File: src/rtl/gb_clk_pkg.sv
// Shared constants and the controller state type for the Game Boy clock-enable generator.
package gb_clk_pkg;

  localparam logic [31:0] INC_DEFAULT_32 = 32'd360287970;
  localparam int          DIV_W          = 16;

  typedef enum logic [1:0] {
    RUN    = 2'd0,
    PAUSE  = 2'd1,
    SWITCH = 2'd2
  } clk_gen_state_t;

endpackage

File: src/rtl/gb_phase_acc.sv
// Fractional phase accumulator: increment register, accumulator and registered carry (the tick).
module gb_phase_acc
  import gb_clk_pkg::*;
#(
  parameter int               ACC_W       = 32,
  parameter logic [ACC_W-1:0] INC_DEFAULT = ACC_W'(INC_DEFAULT_32)
) (
  input  logic             clk,
  input  logic             rst,
  input  logic             run,
  input  logic             clr,
  input  logic             dbl,
  input  logic [ACC_W-1:0] inc_i,
  input  logic             inc_load,
  output logic             tick
);

  logic [ACC_W-1:0] inc_q, inc_d;
  logic [ACC_W-1:0] acc_q, acc_d;
  logic             carry_q, carry_d;
  logic [ACC_W-1:0] inc_eff;
  logic [ACC_W:0]   sum;

  // Double speed drops the increment MSB; a frozen accumulator never emits a carry.
  always_comb begin
    inc_eff = dbl ? {inc_q[ACC_W-2:0], 1'b0} : inc_q;
    sum     = {1'b0, acc_q} + {1'b0, inc_eff};
    inc_d   = inc_load ? inc_i : inc_q;
    acc_d   = acc_q;
    carry_d = 1'b0;
    if (clr) begin
      acc_d = '0;
    end else if (run) begin
      acc_d   = sum[ACC_W-1:0];
      carry_d = sum[ACC_W];
    end
  end

  always_ff @(posedge clk) begin
    if (rst) begin
      inc_q   <= INC_DEFAULT;
      acc_q   <= '0;
      carry_q <= 1'b0;
    end else begin
      inc_q   <= inc_d;
      acc_q   <= acc_d;
      carry_q <= carry_d;
    end
  end

  assign tick = carry_q;

endmodule

File: src/rtl/gb_clk_gen.sv
// Game Boy T/M-cycle enable generator with DIV counter, pause handshake and
// optional CGB double speed (enabled by defining GB_CLK_GEN_DOUBLE_SPEED_EN).
module gb_clk_gen
  import gb_clk_pkg::*;
#(
  parameter int               ACC_W       = 32,
  parameter logic [ACC_W-1:0] INC_DEFAULT = ACC_W'(INC_DEFAULT_32)
) (
  input  logic             clk,
  input  logic             rst,
  input  logic [ACC_W-1:0] inc_i,
  input  logic             inc_load,
  input  logic             speed_req,
  output logic             speed_o,
  input  logic             pause_req,
  output logic             paused,
  input  logic             div_clr,
  output logic             cpu_clk,
  output logic             t_en,
  output logic             m_en,
  output logic [7:0]       div_o
);

  clk_gen_state_t   state_q, state_d;
  logic             cpu_clk_q, cpu_clk_d;
  logic             t_en_q, t_en_d;
  logic             m_en_q, m_en_d;
  logic             speed_q, speed_d;
  logic [1:0]       tph_q, tph_d;
  logic [DIV_W-1:0] div_q, div_d;
  logic             tick, t_rise, run, enter_switch;

`ifndef GB_CLK_GEN_DOUBLE_SPEED_EN
  logic unused_speed_req;
  assign unused_speed_req = speed_req;
`endif

  // Decisions are taken only at M-cycle boundaries; a speed change outranks a pause.
  always_comb begin
    state_d = state_q;
    case (state_q)
      RUN: begin
        if (m_en_q && pause_req) state_d = PAUSE;
`ifdef GB_CLK_GEN_DOUBLE_SPEED_EN
        if (m_en_q && (speed_req != speed_q)) state_d = SWITCH;
`endif
      end
      PAUSE:   if (!pause_req) state_d = RUN;
      default: state_d = RUN;
    endcase
  end

  assign enter_switch = (state_q == RUN) && (state_d == SWITCH);
  assign run          = (state_q == RUN);

  gb_phase_acc #(
    .ACC_W      (ACC_W),
    .INC_DEFAULT(INC_DEFAULT)
  ) u_acc (
    .clk     (clk),
    .rst     (rst),
    .run     (run),
    .clr     (enter_switch),
    .dbl     (speed_q),
    .inc_i   (inc_i),
    .inc_load(inc_load),
    .tick    (tick)
  );

  // Entering SWITCH restarts the phase so the SWITCH cycle already shows a clean state.
  always_comb begin
    t_rise    = tick & ~cpu_clk_q;
    cpu_clk_d = tick ? ~cpu_clk_q : cpu_clk_q;
    t_en_d    = t_rise;
    m_en_d    = t_rise & (tph_q == 2'd3);
    tph_d     = t_en_q ? tph_q + 2'd1 : tph_q;
    speed_d   = speed_q;
    if (enter_switch) begin
      cpu_clk_d = 1'b0;
      t_en_d    = 1'b0;
      m_en_d    = 1'b0;
      tph_d     = 2'd0;
`ifdef GB_CLK_GEN_DOUBLE_SPEED_EN
      speed_d   = speed_req;
`endif
    end
    if (div_clr)     div_d = '0;
    else if (t_en_q) div_d = div_q + DIV_W'(1);
    else             div_d = div_q;
  end

  always_ff @(posedge clk) begin
    if (rst) begin
      state_q   <= RUN;
      cpu_clk_q <= 1'b0;
      t_en_q    <= 1'b0;
      m_en_q    <= 1'b0;
      speed_q   <= 1'b0;
      tph_q     <= 2'd0;
      div_q     <= '0;
    end else begin
      state_q   <= state_d;
      cpu_clk_q <= cpu_clk_d;
      t_en_q    <= t_en_d;
      m_en_q    <= m_en_d;
      speed_q   <= speed_d;
      tph_q     <= tph_d;
      div_q     <= div_d;
    end
  end

  assign speed_o = speed_q;
  assign paused  = (state_q == PAUSE);
  assign cpu_clk = cpu_clk_q;
  assign t_en    = t_en_q;
  assign m_en    = m_en_q;
  assign div_o   = div_q[DIV_W-1:DIV_W-8];

endmodule

File: config.mk
export PLATFORM = sky130hd
export DESIGN_NAME = gb_clk_gen
export DESIGN_NICKNAME = d
export VERILOG_FILES = /design/src/rtl/gb_clk_pkg.sv /design/src/rtl/gb_phase_acc.sv /design/src/rtl/gb_clk_gen.sv
export SDC_FILE = /design/constraint.sdc
export NUM_CORES = 1
export LEC_CHECK = 0
export CAP_MARGIN = 25
export CORE_MARGIN = 2
export CORE_UTILIZATION = 55
export DETAILED_ROUTE_END_ITERATION = 16
export PLACE_DENSITY = 0.78
export SLEW_MARGIN = 5
export SYNTH_ARGS = -nofsm -noshare
export SYNTH_HDL_FRONTEND = slang
export SYNTH_SLANG_ARGS = --single-unit
File: constraint.sdc
create_clock -name clk -period 2.6 [get_ports clk]
set_input_delay 0.52 -clock clk [delete_from_list [all_inputs] [get_ports clk]]
set_output_delay 0.52 -clock clk [all_outputs]
set_load 0.1 [all_outputs]
==> results.txt <==
Post-Place Cells = 719
Final net count = 695
Initial antenna violation count = 0
Post-synthesis register bit count = 88
HPWL Detailed = 8150 um
ANT cells = 0
Most common cell after layout, fill and taps aside = dfxtp_1
Filler instances = 731
Gr ovfl total = 0
Status = complete, no violations
Largest net degree at the start of global routing = 53
Worst VDD drop = 0.000342 V
Total CTS buffers = 9
Final Slew Violations = 0
WHS Path Cells = 2
Clk Latency, worst-skew pair = 0.36 ns
Type of the worst setup path = reg2reg
1st-pass router iterations = 4
Fraction of registers with async set/reset = 0%
Final Power = 3.61 mW
Hold Fails Final Rpt = 0
Post-synth top area share = 35.3%
Post-synth EDFFs = 0
CTS Buffer Depth = 2
Reg power frac = 42.1%
Final WL = 11400 um
Post-synthesis cell type count = 61
Worst reg2reg path endpoint = u_acc.acc_q[19]$_SDFFE_PP0P_
RR Startpoint = u_acc.inc_q[6]$_SDFFE_PP1P_
Die area = 0.00986 mm^2
Sw Pwr = 1.21 mW
Min cycle time layout = 2.49 ns
Gate power share = 30.0%
Mapped Cells = 589
Fin cells = 735
Final setup viols = 0
Crit path required time = 2.86 ns
Achievable frequency = 401 MHz
Crit path launch type = flip-flop
Arrival @ worst endpoint = 2.75 ns
Switch share = 33.5%
First-pass GRT wire length = 19200 um
Vias in the first global route = 4064
Multi-input logic area = 0.00304 mm^2
Yosys top cell by area = dfxtp_1
Top_reg_cell synth = dfxtp_1
Final Cycle Share = 95.9%
Worst Hold Launch = u_acc.acc_q[30]$_SDFFE_PP0P_
Post-CTS Setup Inserts = 0
Vias = 4273
Part of the power in the clock network = 27.9%
Tightest Hold Check Type = reg2reg
Residual DRC count = 0
Crit path max fanout = 5
Area contributors post-synth = dfxtp_1, ha_1, nand2_1, a21oi_1, nor2_1
Register area = 0.00176 mm^2
Worst slew pin tran = 0.608 ns
Root Driver = clkbuf_8
Synth warnings = 0
Initial Utilization = 57.0%
Design Area, Final = 0.00569 mm^2
DR vias/cell = 5.81
Max Cap Violations = 0
Worst Hold Path EP = u_acc.acc_q[30]$_SDFFE_PP0P_
Total GRT Usage = 23.9%
Die X = 99.3 um
P_leak = 2.29 nW
Pwr/cell area = 634 mW/mm^2
Power Internal = 2.40 mW
Number of buffers inserted by port buffering = 48
Placed Area = 0.00548 mm^2
Final core occ = 65.0%
Site row count = 34
Layout cells sized above 1 = 10.2%
CTS tree = built
Worst Setup End Kind = flip-flop
DIE HEIGHT = 99.3 um
Routability Congestion = 0.880
Syn-to-layout area delta = 14.0%
Io pins = 51
Most frequent cells in the layout = dfxtp_1, nand2_1, nor2_1
FF-to-FF path depth = 9
1st-iter DRT viols = 192
Synthesized area = 0.00499 mm^2
Final Skew = 0.0104 ns
Core ar. = 0.00876 mm^2
Final TNS setup = 0 ns
Register area share after synthesis = 35.3%
Unrepaired setup endpoints after global routing = false
CTS clk-pin slew, worst paths = 0.10 ns
H-tree depth = 3
FF-to-FF setup slack = 0.11 ns
Final ANT Viol Nets = 0
Relative slew slack = 59.5%
Post-DR wirelength/cell = 15.5 um
Avg Inst Size Synth = 8.48 um^2
Clock Sinks = 88
[layer usage]
metal	routed length, um	track usage (%)	vias to the layer above
met3	583	3.30	21
li1	-	-	2147
met4	211	8.85	0
met2	5190	39.0	133
met1	5410	32.4	1972
met5	0	0	-
[worst max path at each step]
stage,start,end,depth (start not counted)
finish,u_acc.inc_q[6]$_SDFFE_PP1P_,u_acc.acc_q[19]$_SDFFE_PP0P_,9
global route,u_acc.inc_q[4]$_SDFFE_PP0P_,u_acc.acc_q[19]$_SDFFE_PP0P_,9
CTS,u_acc.inc_q[0]$_SDFFE_PP0P_,u_acc.acc_q[22]$_SDFFE_PP0P_,10
detailed placement,u_acc.inc_q[0]$_SDFFE_PP0P_,u_acc.acc_q[22]$_SDFFE_PP0P_,10
global placement,u_acc.inc_q[0]$_SDFFE_PP0P_,u_acc.acc_q[22]$_SDFFE_PP0P_,10
floorplan,t_en$_SDFF_PP0_,div_q[15]$_SDFFE_PP0P_,6
[cell families after synthesis]
family                     Yosys count  share of synthesized area [%]
adders and majority gates           35                           8.92
and+or+nand+nor                    217                           20.7
DFF                                 88                           35.3
buffers and inverters               41                           3.98
muxes                               18                           3.61
xor gates and xnor gates            37                           6.49
other                                1                         0.0751
AOI/OAI and AO/OA                  152                           20.9
[area by class of cell]
cell class,count,area share [%]
clock inverters,6,1.32
well taps,108,2.37
clock buffers,10,2.42
inverters,4,0.264
flip-flops and latches,88,30.9
repair buffers,58,9.27
multi-input cells,461,53.4
[power by group through the flow]
stage	clock, mW	sequential, mW	combinational (mW)
CTS	1.03	1.52	1.07
detailed placement	0	1.55	1.06
global placement	0	1.54	1.03
floorplan	0	1.53	0.820
finish	1.01	1.52	1.08
global route	1.10	1.53	1.20
[through the flow]
stage               setup WS, ns  hold WS [ns]
global placement           0.177         0.438
finish                     0.106         0.454
global route             0.00837         0.486
CTS                       0.0918         0.462
detailed placement         0.119         0.449
floorplan                  0.311         0.429
[Yosys cell counts (all sizes together) (9+ instances only)]
cell type,n
mux2i,18
xor2,18
buf,18
nand2,72
ha,34
xnor2,19
a21oi,55
o21ai,34
a211o,19
o21a,9
nand3,17
clkbuf,19
dfxtp,88
nand4,15
nor2b,19
nor2,61
[worst max-delay path, cell delays in order, from the launching register on]
cell and delay (ns):
dfxtp_1 0.33, ha_1 0.39, a21oi_2 0.33, o221ai_2 0.16, nor2_1 0.14, o21ai_2 0.09
a31oi_4 0.34, nor3_2 0.07, or3_1 0.30, a32o_1 0.25
[sequential cells by signal, indices dropped and copies added, names as in the netlist, 2 cells and up]
| signal | cells |
|---|---|
| u_acc.inc_q | 32 |
| state_q | 2 |
| div_q | 16 |
| tph_q | 2 |
| u_acc.acc_q | 32 |
[repair_timing]
action	4_1_cts	5_1_grt
hold endpoints to repair	0	0
setup endpoints to repair	0	1
hold buffers	0	0
gates resized for setup	0	1
(Power assumes the default switching activity.)
